[config.mk]
export PLATFORM = sky130hd
export DESIGN_NAME = step_monitor
export DESIGN_NICKNAME = d
export VERILOG_FILES = /design/src/rtl/stepper_pkg.sv /design/src/rtl/step_edge_filter.sv /design/src/rtl/step_monitor.sv
export SDC_FILE = /design/constraint.sdc
export NUM_CORES = 1
export LEC_CHECK = 0
export ABC_AREA = 1
export BUFFER_PORTS_ARGS = -buffer_cell sky130_fd_sc_hd__buf_4
export CAP_MARGIN = 10
export CORE_ASPECT_RATIO = 0.5
export CORE_MARGIN = 4
export CORE_UTILIZATION = 60
export CTS_BUF_LIST = sky130_fd_sc_hd__clkbuf_2 sky130_fd_sc_hd__clkbuf_4 sky130_fd_sc_hd__clkbuf_8
export CTS_CLUSTER_DIAMETER = 40
export DETAILED_ROUTE_END_ITERATION = 6
export MAX_ROUTING_LAYER = met4
export PLACE_DENSITY = 0.88
export SLEW_MARGIN = 20
export SYNTH_ARGS = -nofsm -noshare
export SYNTH_HDL_FRONTEND = slang
export SYNTH_SLANG_ARGS = --single-unit
[constraint.sdc]
create_clock -name clk -period 2.8 [get_ports clk]
set_input_delay 0.28 -clock clk [delete_from_list [all_inputs] [get_ports clk]]
set_output_delay 0.28 -clock clk [all_outputs]
set_load 0.02 [all_outputs]
[src/rtl/stepper_pkg.sv]
// stepper_pkg: register map, status bit positions and step filter state shared by the stepper blocks.
package stepper_pkg;
    localparam logic [1:0] ADDR_POS    = 2'd0;
    localparam logic [1:0] ADDR_LOWER  = 2'd1;
    localparam logic [1:0] ADDR_UPPER  = 2'd2;
    localparam logic [1:0] ADDR_STATUS = 2'd3;
    localparam int ST_ENABLE    = 0;
    localparam int ST_FAULT     = 1;
    localparam int ST_COLLISION = 2;
    localparam int ST_DIR       = 3;
    typedef enum logic {FILT_IDLE, FILT_ARMED} filt_state_e;
endpackage

[src/rtl/step_edge_filter.sv]
// step_edge_filter: synchronizes step/dir and emits one count event per step pulse
// that stays high for at least MIN_HIGH synchronized cycles.
module step_edge_filter
    import stepper_pkg::*;
#(
    parameter int SYNC_STAGES = 2,
    parameter int MIN_HIGH    = 1
) (
    input  logic clk,
    input  logic rst_n,
    input  logic step_i,
    input  logic dir_i,
    output logic count_evt_o,
    output logic dir_s_o
);
    localparam int CW = $clog2(MIN_HIGH + 1);
    localparam int WW = $clog2(SYNC_STAGES + 1);
    logic [SYNC_STAGES-1:0] step_sync_q, dir_sync_q;
    logic [CW-1:0] hi_cnt_q, hi_cnt_d;
    logic [WW-1:0] warm_q;
    filt_state_e state_q, state_d;
    logic step_s, warm;
    assign step_s  = step_sync_q[SYNC_STAGES-1];
    assign dir_s_o = dir_sync_q[SYNC_STAGES-1];
    assign warm    = warm_q == WW'(SYNC_STAGES);
    // Leaving reset ARMED, and only disarming once the synchronizer holds real
    // pin samples, keeps a pulse that straddles reset from being counted.
    always_ff @(posedge clk or negedge rst_n) begin
        if (!rst_n) begin
            step_sync_q <= '0;
            dir_sync_q  <= '0;
            hi_cnt_q    <= '0;
            warm_q      <= '0;
            state_q     <= FILT_ARMED;
        end else begin
            step_sync_q <= (step_sync_q << 1) | SYNC_STAGES'(step_i);
            dir_sync_q  <= (dir_sync_q << 1) | SYNC_STAGES'(dir_i);
            hi_cnt_q    <= hi_cnt_d;
            state_q     <= state_d;
            if (!warm) warm_q <= warm_q + WW'(1);
        end
    end
    always_comb begin
        state_d     = state_q;
        hi_cnt_d    = hi_cnt_q;
        count_evt_o = 1'b0;
        if (state_q == FILT_IDLE) begin
            if (!step_s) begin
                hi_cnt_d = '0;
            end else if (hi_cnt_q == CW'(MIN_HIGH - 1)) begin
                count_evt_o = 1'b1;
                hi_cnt_d    = '0;
                state_d     = FILT_ARMED;
            end else begin
                hi_cnt_d = hi_cnt_q + CW'(1);
            end
        end else if (warm && !step_s) begin
            state_d = FILT_IDLE;
        end
    end
endmodule

[src/rtl/step_monitor.sv]
// step_monitor: tracks signed absolute position from step/dir, checks soft limits
// with a sticky fault, and exposes everything on the stepper register bus.
module step_monitor
    import stepper_pkg::*;
#(
    parameter int POS_WIDTH   = 32,
    parameter int SYNC_STAGES = 2,
    parameter int MIN_HIGH    = 1
) (
    input  logic        clk,
    input  logic        reset,
    input  logic [1:0]  address,
    input  logic        write,
    input  logic [31:0] writedata,
    input  logic        read,
    output logic [31:0] readdata,
    input  logic        step,
    input  logic        dir,
    output logic        fault
);
    logic signed [POS_WIDTH-1:0] pos_q, pos_d, lower_q, lower_d, upper_q, upper_d;
    logic enable_q, enable_d, fault_q, fault_d, coll_q, coll_d;
    logic [31:0] rd_q, rd_d, status;
    logic count_evt, dir_s, evt, wr_pos, wr_st, out_of_range;
    step_edge_filter #(.SYNC_STAGES(SYNC_STAGES), .MIN_HIGH(MIN_HIGH)) u_filter (
        .clk        (clk),
        .rst_n      (reset),
        .step_i     (step),
        .dir_i      (dir),
        .count_evt_o(count_evt),
        .dir_s_o    (dir_s)
    );
    assign evt          = count_evt && enable_q;
    assign wr_pos       = write && address == ADDR_POS;
    assign wr_st        = write && address == ADDR_STATUS;
    assign out_of_range = pos_q > upper_q || pos_q < lower_q;
    assign status       = 32'({dir_s, coll_q, fault_q, enable_q});
    assign readdata     = rd_q;
    assign fault        = fault_q && enable_q;
    always_comb begin
        pos_d    = wr_pos ? POS_WIDTH'(writedata) : evt ? pos_q + (dir_s ? POS_WIDTH'(1) : '1) : pos_q;
        lower_d  = (write && address == ADDR_LOWER) ? POS_WIDTH'(writedata) : lower_q;
        upper_d  = (write && address == ADDR_UPPER) ? POS_WIDTH'(writedata) : upper_q;
        enable_d = wr_st ? writedata[ST_ENABLE] : enable_q;
        fault_d  = out_of_range || (fault_q && !(wr_st && writedata[ST_FAULT]));
        coll_d   = (wr_pos && evt) || (coll_q && !(wr_st && writedata[ST_COLLISION]));
        rd_d     = !read ? rd_q :
                   address == ADDR_POS   ? 32'(pos_q) :
                   address == ADDR_LOWER ? 32'(lower_q) :
                   address == ADDR_UPPER ? 32'(upper_q) : status;
    end
    always_ff @(posedge clk or negedge reset) begin
        if (!reset) begin
            pos_q    <= '0;
            lower_q  <= {1'b1, {(POS_WIDTH-1){1'b0}}};
            upper_q  <= {1'b0, {(POS_WIDTH-1){1'b1}}};
            enable_q <= 1'b1;
            fault_q  <= 1'b0;
            coll_q   <= 1'b0;
            rd_q     <= '0;
        end else begin
            pos_q    <= pos_d;
            lower_q  <= lower_d;
            upper_q  <= upper_d;
            enable_q <= enable_d;
            fault_q  <= fault_d;
            coll_q   <= coll_d;
            rd_q     <= rd_d;
        end
    end
endmodule

==> metrics.yaml, run 1 <==
status: "completed"
hold_violations: 0
yosys.area_share.simple_pct: 21.1
synth_area_leaders: "dfrtp_1, nand2_1, ha_1, dfstp_2, inv_1"
syn-num-nets: 1371
path_cells: "inv_1 -> ha_1 -> nand4_1 -> nor3_1 -> nand2_1 -> nand2_1 -> nand2_1 -> a21boi_0 -> nand2_1 -> nand3_1"
num_vias: 8873
grt_pass1_vias: 8640
yosys-mux-area-fraction_pct: 0
clock.fmax_mhz: 395
end_kind: "register"
synth_top_area_share_pct: 27.9
synth-seq-cells: 138
fin_crit_ns: 2.53
p_switching_mw: 3.77
async_flop_share_pct: 100
power_frac_comb_pct: 45.1
cp_slowest_cell: "nor3_1"
die_area_um2: 17700
p_sw_share_pct: 42.5
cts_sinks: 138
wl_per_cell_um: 17.8
clock_path_buffers: 2
crit_required_ns: 3.20
grt_usage_pct: 32.6
synth_compound_area_share_pct: 18.4
synthAdderAreaFrac_pct: 12.8
synth_top_family_by_area: "simple AND/OR/NAND/NOR gates"
ir_worst_vdd_uv: 498
wl_um: 27000
gp_congestion: 0.967
ys.flop_type: "dfrtp_1"
cts-htree-levels: 4
r2r_cells: 10
clk_latency_ns: 0.47
vias_per_cell: 5.86
drc: 0
hold_path_depth: 3
rsz0062_at_grt: "no"
p_seq_share_pct: 32.7
drive_gt1_share_pct: 13.7
fin_worst_skew_ns: 0.0142
critical_path_buf_inv_count: 1
placed_area_um2: 10000
synthCells: 1236
clk_pin_slew_worst_paths_ns: 0.09
dr.pass1.iters: 5
ant_nets: 0
final_cell_area_um2: 10500
n_antenna_cell: 0
hp-class: "in2reg"
crit_top_cell: "nand2_1"
synth_top_area_cell: "dfrtp_1"
drtIter0Drc: 706
cts_resized: 0
crit_arrival_ns: 2.93
rows: 31
path_class: "reg2reg"
areaGrowthSynthToFinish_pct: 12.9
dieWidth_um: 184
cellInternalPower_mw: 5.09
die_h_um: 96.2
fin_setup_tns_ns: 0
reg2reg_from: "upper_q[11]"
p_leak_nw: 5.35
hp-start: "writedata[13]"
hpwl_um: 19600
cts_made_buffers: 17
worst_slew_margin_rel_pct: 34.6
cts_root_buf: "clkbuf_8"
grt_max_degree: 65
setup_viol: 0
io_buffer_count: 72
cp-start-kind: "register"
grt_pass1_wl_um: 43900
hold_path_end: "pos_q[13]"
regToRegSetupSlack_ns: 0.27
synth_common_cells: "nand2_1, inv_1, o21ai_0"
r2r_end: "fault_q"
synthesis.area_um2: 9340
critPathTopFamily: "simple AND/OR/NAND/NOR gates"
cts_tree: "built"
pwr-share-clk_pct: 22.2
core-area_um2: 14900
ys_seq_area_share_pct: 37.4
fin_crit_sh_pct: 90.3
synth_cell_type_count: 42
ios: 73
overflow: 0
antenna_found_initial: 0
synth-edff-count: 0
syn_avg_cell_area_um2: 7.56
powerDensity_nw_per_um2: 840
worstMarginPinSlew_ns: 0.979
cap_violations: 0
nets: 1437
synth_xor_area_share_pct: 1.31
start_util_pct: 62.9
max_stage_delay_ns: 0.63
yosysWarnings: 0
synth_most_common_cell: "nand2_1"
slew_viol_final: 0
critical_path.max_fanout: 3
==> routing by layer <==
metal | track usage [%] | wire, um
met2 | 48.8 | 11400
met5 | - | 0
met1 | 45.7 | 12800
met4 | 9.90 | 552
met3 | 5.96 | 2180
==> area by class of cell <==
type / instances / area (um2)
multi-input cells: 889 / 5010
fillers: 1175 / 4310
flip-flops and latches: 138 / 3500
repair buffers: 82 / 664
inverters: 174 / 656
clock buffers: 21 / 277
well taps: 198 / 248
clock inverters: 11 / 193
==> per-stage QoR <==
step	total power [mW]	instances	hold WS [ns]	worst slack (ns)	utilization, %
6_report	8.86	1513	0.0604	0.271	71.0
5_1_grt	9.49	1513	0.0510	0.165	71.0
4_1_cts	8.77	1513	0.0390	0.418	71.0
3_5_place_dp	6.77	1478	0.296	0.428	67.6
3_3_place_gp	6.63	1478	0.285	0.427	67.6
2_1_floorplan	5.58	1236	-0.0156	0.511	-
==> cells in the final DEF (no fill, tap or decap), types with 2 or more instances in the layout <==
cell type	n
nor3_1	9
nand2_2	9
nand3_1	42
o21bai_1	7
o221ai_1	10
xnor2_1	13
o22ai_1	28
a21oi_1	101
buf_4	75
nand3b_1	8
ha_1	94
nand2_1	318
clkinv_2	2
o21ai_0	116
clkinvlp_4	2
o211ai_1	6
buf_12	3
nand2_4	3
o21a_1	4
inv_1	169
o21ai_1	27
dfrtp_1	104
nor2_1	62
clkbuf_4	2
nand3_2	3
a21oi_2	5
dlygate4sd3_1	3
nand4_1	7
inv_2	4
bufinv_16	5
clkbuf_8	19
a21o_1	3
nor2_4	2
nor2_2	3
dfstp_2	34
==> logic make-up after synthesis <==
| logic type | count (synthesis) |
|---|---|
| adders and majority gates | 95 |
| buffers and inverters | 209 |
| DFF | 138 |
| AOI/OAI and AO/OA | 311 |
| xor gates and xnor gates | 14 |
| and+or+nand+nor | 469 |
==> worst max-delay path by stage <==
stage	startpoint	end	slack, ns	cells after the start
6_report	upper_q[11]	fault_q	0.27	10
4_1_cts	upper_q[11]	fault_q	0.42	10
3_5_place_dp	upper_q[11]	fault_q	0.43	10
3_3_place_gp	upper_q[15]	fault_q	0.43	10
5_1_grt	u_filter.dir_sync_q[1]	pos_q[28]	0.16	12
2_1_floorplan	u_filter.dir_sync_q[1]	pos_q[26]	0.51	11
==> worst reg2reg max path, stage by stage (launching register included) <==
cell	delay (ns)
dfstp_2	0.55
inv_1	0.06
ha_1	0.31
nand4_1	0.14
nor3_1	0.63
nand2_1	0.13
nand2_1	0.21
nand2_1	0.10
a21boi_0	0.19
nand2_1	0.07
nand3_1	0.08
==> power groups by stage <==
| stage | clock network [mW] | registers (mW) | logic, mW |
|---|---|---|---|
| 6_report | 1.97 | 2.90 | 3.99 |
| 5_1_grt | 2.06 | 2.95 | 4.49 |
| 4_1_cts | 1.96 | 2.87 | 3.93 |
| 3_5_place_dp | 0 | 2.90 | 3.87 |
| 3_3_place_gp | 0 | 2.88 | 3.75 |
| 2_1_floorplan | 0 | 2.87 | 2.71 |
==> sequential cells by signal, indices dropped and copies added (netlist names), 2 cells and up <==
signal,count
lower_q,32
pos_q,32
readdata,32
upper_q,32
u_filter.dir_sync_q,2
u_filter.step_sync_q,2
u_filter.warm_q,2
==> timing repair <==
item,CTS,global route
hold buffers,3,0
buffers inserted,0,0
endpoints found under the hold margin,43,0
No activity file was read; power rests on OpenSTA's default activity.
==> run 2: changes to the inputs <==
clock period = 3 ns   (was 2.8 ns; I/O delays follow)
==> run 2 against run 1 <==
Net effect:
- first-iteration DRC count increased by 16%
- worst setup slack better by 0.28 ns
- core utilization shrank 0.27 points
- power shrank 7.9%
- sequential power is 7% lower
- via count up 0.28%
- critical path type unchanged
- combinational power down 6.8%
==> metrics.yaml, run 2 (synthesis results as in run 1) <==
finalPower_mw: 8.16  # was 8.86 mW
hold_path_depth: 3  # unchanged
rows: 31  # unchanged
die_h_um: 96.2  # unchanged
hold_violations: 0  # unchanged
met1_usage_pct: 44.8  # was 45.7%
start_util_pct: 62.9  # unchanged
grt_pass1_wl_um: 43100  # was 43,900 um
antenna_found_initial: 0  # unchanged
rsz0062_at_grt: "no"  # unchanged
drc: 0  # unchanged
final_cell_area_um2: 10500  # about the same
final_common_cell: "nand2_1"  # unchanged
overflow: 0  # unchanged
areaGrowthSynthToFinish_pct: 12.5  # was 12.9%
dieWidth_um: 184  # unchanged
r2r_cells: 10  # unchanged
crit_required_ns: 3.40  # was 3.20 ns
n_antenna_cell: 0  # unchanged
reg2reg_from: "upper_q[11]"  # unchanged
worstSetupEndpoint: "fault_q"  # unchanged
vias_per_cell: 5.88  # was 5.86
place_inst: 1477  # was 1,478
cts_made_buffers: 17  # unchanged
cts_hold_buf: 3  # unchanged
grt_max_degree: 65  # unchanged
cts-htree-levels: 4  # unchanged
cts_sinks: 138  # unchanged
wl_per_cell_um: 17.8  # about the same
hpwl_um: 19400  # was 19,600 um
cts_root_buf: "clkbuf_8"  # unchanged
final_cell_mix: "nand2_1, inv_1, o21ai_0"  # unchanged
met2_usage_pct: 48.0  # was 48.8%
grt_pass1_vias: 8493  # was 8,640
final_cells: 1512  # was 1,513
dr.pass1.iters: 5  # unchanged
end_kind: "register"  # unchanged
ant_nets: 0  # unchanged
drtIter0Drc: 817  # was 706
cts_resized: 0  # unchanged
num_vias: 8898  # was 8,873
ios: 73  # unchanged
worstSetupStartpoint: "upper_q[11]"  # unchanged
cap_violations: 0  # unchanged
fin_setup_tns_ns: 0  # unchanged
drive_gt1_share_pct: 13.6  # was 13.7%
powerDensity_nw_per_um2: 776  # was 840 nW/um2
io_buffer_count: 72  # unchanged
postCtsSetupBuffers: 0  # unchanged
regToRegSetupSlack_ns: 0.55  # was 0.27 ns
nets: 1436  # was 1,437
top_usage_layer: "met2"  # unchanged
cts_tree: "built"  # unchanged
wl_um: 26900  # was 27,000 um
status: "completed"  # unchanged
slew_viol_final: 0  # unchanged
fin_crit_sh_pct: 81.6  # was 90.3%
clock_path_buffers: 2  # unchanged
clock.fmax_mhz: 409  # was 395 MHz
ir_worst_vdd_uv: 342  # was 498 uV
path_class: "reg2reg"  # unchanged
setup_viol: 0  # unchanged
grt_use_met3_pct: 6.19  # was 5.96%
r2r_end: "fault_q"  # unchanged
worst_slew_margin_rel_pct: 36.4  # was 34.6%
die_area_um2: 17700  # unchanged
gp_congestion: 0.977  # was 0.967
fin_worst_skew_ns: 0.0139  # was 0.0142 ns
core-area_um2: 14900  # unchanged
clk_latency_ns: 0.47  # about the same
placed_area_um2: 10000  # about the same
grt_usage_pct: 32.1  # was 32.6%
worstMarginPinSlew_ns: 0.952  # was 0.979 ns
hp-class: "in2reg"  # unchanged
cp-start-kind: "register"  # unchanged
critical_path.max_fanout: 3  # unchanged
crit_arrival_ns: 2.85  # was 2.93 ns
p_leak_nw: 5.33  # was 5.35 nW
clk_pin_slew_worst_paths_ns: 0.09  # about the same
fin_crit_ns: 2.45  # was 2.53 ns
## run 2: changes by cell type in the layout (fill, tap and decap cells not counted), sizes merged
cell	before	now
clkinv	3	4
bufinv	5	4
buf	79	78
## run 2: per-layer routing
layer  share of wire, %  vias up
li1                   -     4219
met1                 46     4196
met2                 43      420
met3                9.3       63
met4                1.9        0
met5                  0        -
## run 2: critical path, stage by stage, from the launching register on
cell and delay [ns]:
dfstp_2 0.54, inv_1 0.06, ha_1 0.32, nand4_1 0.14
nor3_1 0.61, nand2_1 0.11, nand2_1 0.18, nand2_1 0.11
a21boi_0 0.18, nand2_1 0.07, nand3_1 0.08
## run 2: layout make-up
class	count	area (um2)
multi-input cells	889	5020
well taps	198	248
clock inverters	11	168
clock buffers	21	277
repair buffers	81	644
inverters	174	656
flip-flops and latches	138	3500
fillers	1226	4350
## run 2: through the flow
| step | worst slack, ns | hold slack (ns) | utilization (%) |
|---|---|---|---|
| global placement | 0.660 | 0.293 | 67.5 |
| finish | 0.553 | 0.0751 | 70.7 |
| global route | 0.396 | 0.0649 | 70.7 |
| detailed placement | 0.683 | 0.308 | 67.5 |
| CTS | 0.617 | 0.0542 | 70.6 |
| floorplan | 0.711 | 0.00441 | - |
## run 2: worst min-delay path by stage
stage                              from          end  slack, ns
after floorplan                   reset       coll_q      0.004
after global placement            reset  lower_q[17]       0.29
after detailed placement          reset  lower_q[17]       0.31
after CTS                 writedata[13]    pos_q[13]       0.05
after global routing      writedata[13]    pos_q[13]       0.06
final                     writedata[13]    pos_q[13]       0.08
## run 2: power by group
group	switching [mW]	internal, mW	total (mW)	leakage, nW
Combinational	2.30	1.41	3.72	3.45
Clock	0.763	0.968	1.73	0.223
Sequential	0.422	2.28	2.70	1.65
Total	3.49	4.67	8.16	5.33
==> run 3: changes to the inputs <==
CORE_UTILIZATION = 57   (was 60)
PLACE_DENSITY = 0.87   (was 0.88)
clock period = 2.2 ns   (was 3 ns; I/O delays follow)
==> run 3 against run 2 <==
Net effect:
- the flow now finishes with violations (setup timing)
- sequential power grew 36%
- sequential share of layout area shrank 2.6 points
- combinational power grew 67%
- register-to-register slack lost 0.68 ns
- hold slack lost 0.063 ns
- clock power grew 36%
- critical path depth grew 2
- fmax grew 5.0%
- die area grew 4.9%
- sequential cell count is the same
- critical path type unchanged
- largest cell class unchanged
- largest power group unchanged
- highest routed layer unchanged
==> metrics.yaml, run 3 (synthesis results as in run 1) <==
cp-start-kind: "register"  # unchanged
antenna_found_initial: 0  # unchanged
dieWidth_um: 189  # was 184 um
fin_crit_ns: 2.33  # was 2.45 ns
p_leak_nw: 5.55  # was 5.33 nW
clk_latency_ns: 0.47  # about the same
violations: "setup timing"
layout_setup_ws_ns: -0.130  # was 0.553 ns
nets: 1479  # was 1,436
grt_max_degree: 65  # unchanged
hold_path_depth: 3  # unchanged
r2r_cells: 12  # was 10
crit_arrival_ns: 2.69  # was 2.85 ns
rows: 32  # was 31
regToRegSetupSlack_ns: -0.13  # was 0.55 ns
final_cell_mix: "nand2_1, inv_1, buf_4"  # was nand2_1, inv_1, o21ai_0
path_class: "reg2reg"  # unchanged
slew_viol_final: 0  # unchanged
areaGrowthSynthToFinish_pct: 21.9  # was 12.5%
r2r_end: "pos_q[30]"  # was fault_q
grt_pass1_wl_um: 46300  # was 43,100 um
clk_pin_slew_worst_paths_ns: 0.09  # about the same
cts_root_buf: "clkbuf_8"  # unchanged
cellInternalPower_mw: 6.95  # was 4.67 mW
cts_tree: "built"  # unchanged
drtIter0Drc: 812  # was 817
drive_gt1_share_pct: 21.8  # was 13.6%
gp_congestion: 0.987  # was 0.977
cts_sinks: 138  # unchanged
die_area_um2: 18600  # was 17,700 um2
cap_violations: 0  # unchanged
critical_path.max_fanout: 16  # was 3
n_antenna_cell: 0  # unchanged
grt_usage_pct: 31.9  # was 32.1%
crit_required_ns: 2.56  # was 3.40 ns
status: "complete, but fails checks"  # was completed
cts-htree-levels: 4  # unchanged
setup_viol: 11  # was 0
fin_crit_sh_pct: 106  # was 81.6%
grt_pass1_vias: 9073  # was 8,493
hp-start: "writedata[24]"  # was writedata[13]
fin_hold_ws_ns: 0.0117  # was 0.0751 ns
wl_um: 29200  # was 26,900 um
drc: 0  # unchanged
reg2reg_from: "u_filter.dir_sync_q[1]"  # was upper_q[11]
end_kind: "register"  # unchanged
cts_made_buffers: 17  # unchanged
clock_path_buffers: 2  # unchanged
core-area_um2: 15700  # was 14,900 um2
p_sw_share_pct: 43.3  # was 42.8%
io_buffer_count: 72  # unchanged
powerDensity_nw_per_um2: 1080  # was 776 nW/um2
hold_violations: 0  # unchanged
dr.pass1.iters: 6  # was 5
vias_per_cell: 5.84  # was 5.88
ant_nets: 0  # unchanged
die_h_um: 98.5  # was 96.2 um
p_seq_share_pct: 30.0  # was 33.2%
start_util_pct: 59.4  # was 62.9%
hpwl_um: 20300  # was 19,400 um
hold_path_end: "upper_q[24]"  # was pos_q[13]
ios: 73  # unchanged
fin_worst_skew_ns: 0.0174  # was 0.0139 ns
clock.fmax_mhz: 429  # was 409 MHz
num_vias: 9206  # was 8,898
worst_slew_margin_rel_pct: 53.2  # was 36.4%
worstMarginPinSlew_ns: 0.701  # was 0.952 ns
p_switching_mw: 5.30  # was 3.49 mW
finalPower_mw: 12.2  # was 8.16 mW
rsz0062_at_grt: "yes"  # was no
pwr-share-clk_pct: 19.3  # was 21.2%
wl_per_cell_um: 18.5  # was 17.8 um
power_frac_comb_pct: 50.7  # was 45.6%
final_common_cell: "nand2_1"  # unchanged
hp-class: "in2reg"  # unchanged
ir_worst_vdd_uv: 480  # was 342 uV
overflow: 0  # unchanged
## run 3: power by group through the flow
stage | logic (mW) | clock network, mW | registers, mW
2_1_floorplan | 3.45 | 0 | 3.65
3_3_place_gp | 5.14 | 0 | 3.61
3_5_place_dp | 5.30 | 0 | 3.63
4_1_cts | 5.64 | 2.36 | 3.62
5_1_grt | 6.83 | 2.50 | 3.74
6_report | 6.21 | 2.36 | 3.68
## run 3: critical path, stage by stage, from the launching register on
cell	delay (ns)
dfrtp_1	0.41
clkinvlp_4	0.16
buf_12	0.20
ha_1	0.42
nand2_1	0.14
o21ai_1	0.24
a21oi_1	0.11
nand2_2	0.15
nand3_2	0.11
nand2_1	0.07
nand2_1	0.04
nand3_1	0.09
nand2_1	0.06
## run 3: routing by layer
metal / up-vias / global-route usage (%) / routed length [um]
met4: 0 / 11.6 / 796
met1: 4379 / 44.8 / 13300
met5: - / - / 0
met2: 436 / 46.3 / 12700
li1: 4315 / - / -
met3: 76 / 6.02 / 2400
## run 3: area by class of cell
cell class,count,area [um2]
flip-flops and latches,138,3500
inverters,174,659
fillers,1220,4350
repair buffers,124,1000
clock inverters,9,134
clock buffers,22,303
well taps,221,277
multi-input cells,889,5510
## run 3: repair_timing
action / 4_1_cts / 5_1_grt
endpoints found under the setup margin: 14 / 23
gates cloned: 0 / 1
pin swaps: 1 / 3
hold buffers: 5 / 0
endpoints found under the hold margin: 33 / 0
resized for setup: 41 / 53
buffers inserted: 0 / 3
## run 3: worst max path at each step
| stage | start | endpoint | slack (ns) |
|---|---|---|---|
| finish | u_filter.dir_sync_q[1] | pos_q[30] | -0.13 |
| global route | u_filter.dir_sync_q[1] | pos_q[24] | -0.24 |
| CTS | u_filter.dir_sync_q[1] | pos_q[27] | -0.04 |
| detailed placement | u_filter.dir_sync_q[1] | pos_q[30] | -0.16 |
| global placement | u_filter.dir_sync_q[1] | pos_q[30] | -0.11 |
| floorplan | u_filter.dir_sync_q[1] | pos_q[26] | -0.04 |
## run 3: per-stage QoR
| stage | std cells | cell area, um2 | util (%) | setup TNS (ns) | setup WS, ns |
|---|---|---|---|---|---|
| floorplan | 1236 | 9340 | - | -0.298 | -0.0436 |
| global placement | 1537 | 10300 | 65.7 | -0.274 | -0.115 |
| detailed placement | 1537 | 10300 | 65.7 | -0.421 | -0.164 |
| CTS | 1573 | 11000 | 70.2 | -0.0764 | -0.0443 |
| global route | 1577 | 11400 | 72.3 | -3.33 | -0.239 |
| finish | 1577 | 11400 | 72.3 | -0.729 | -0.130 |
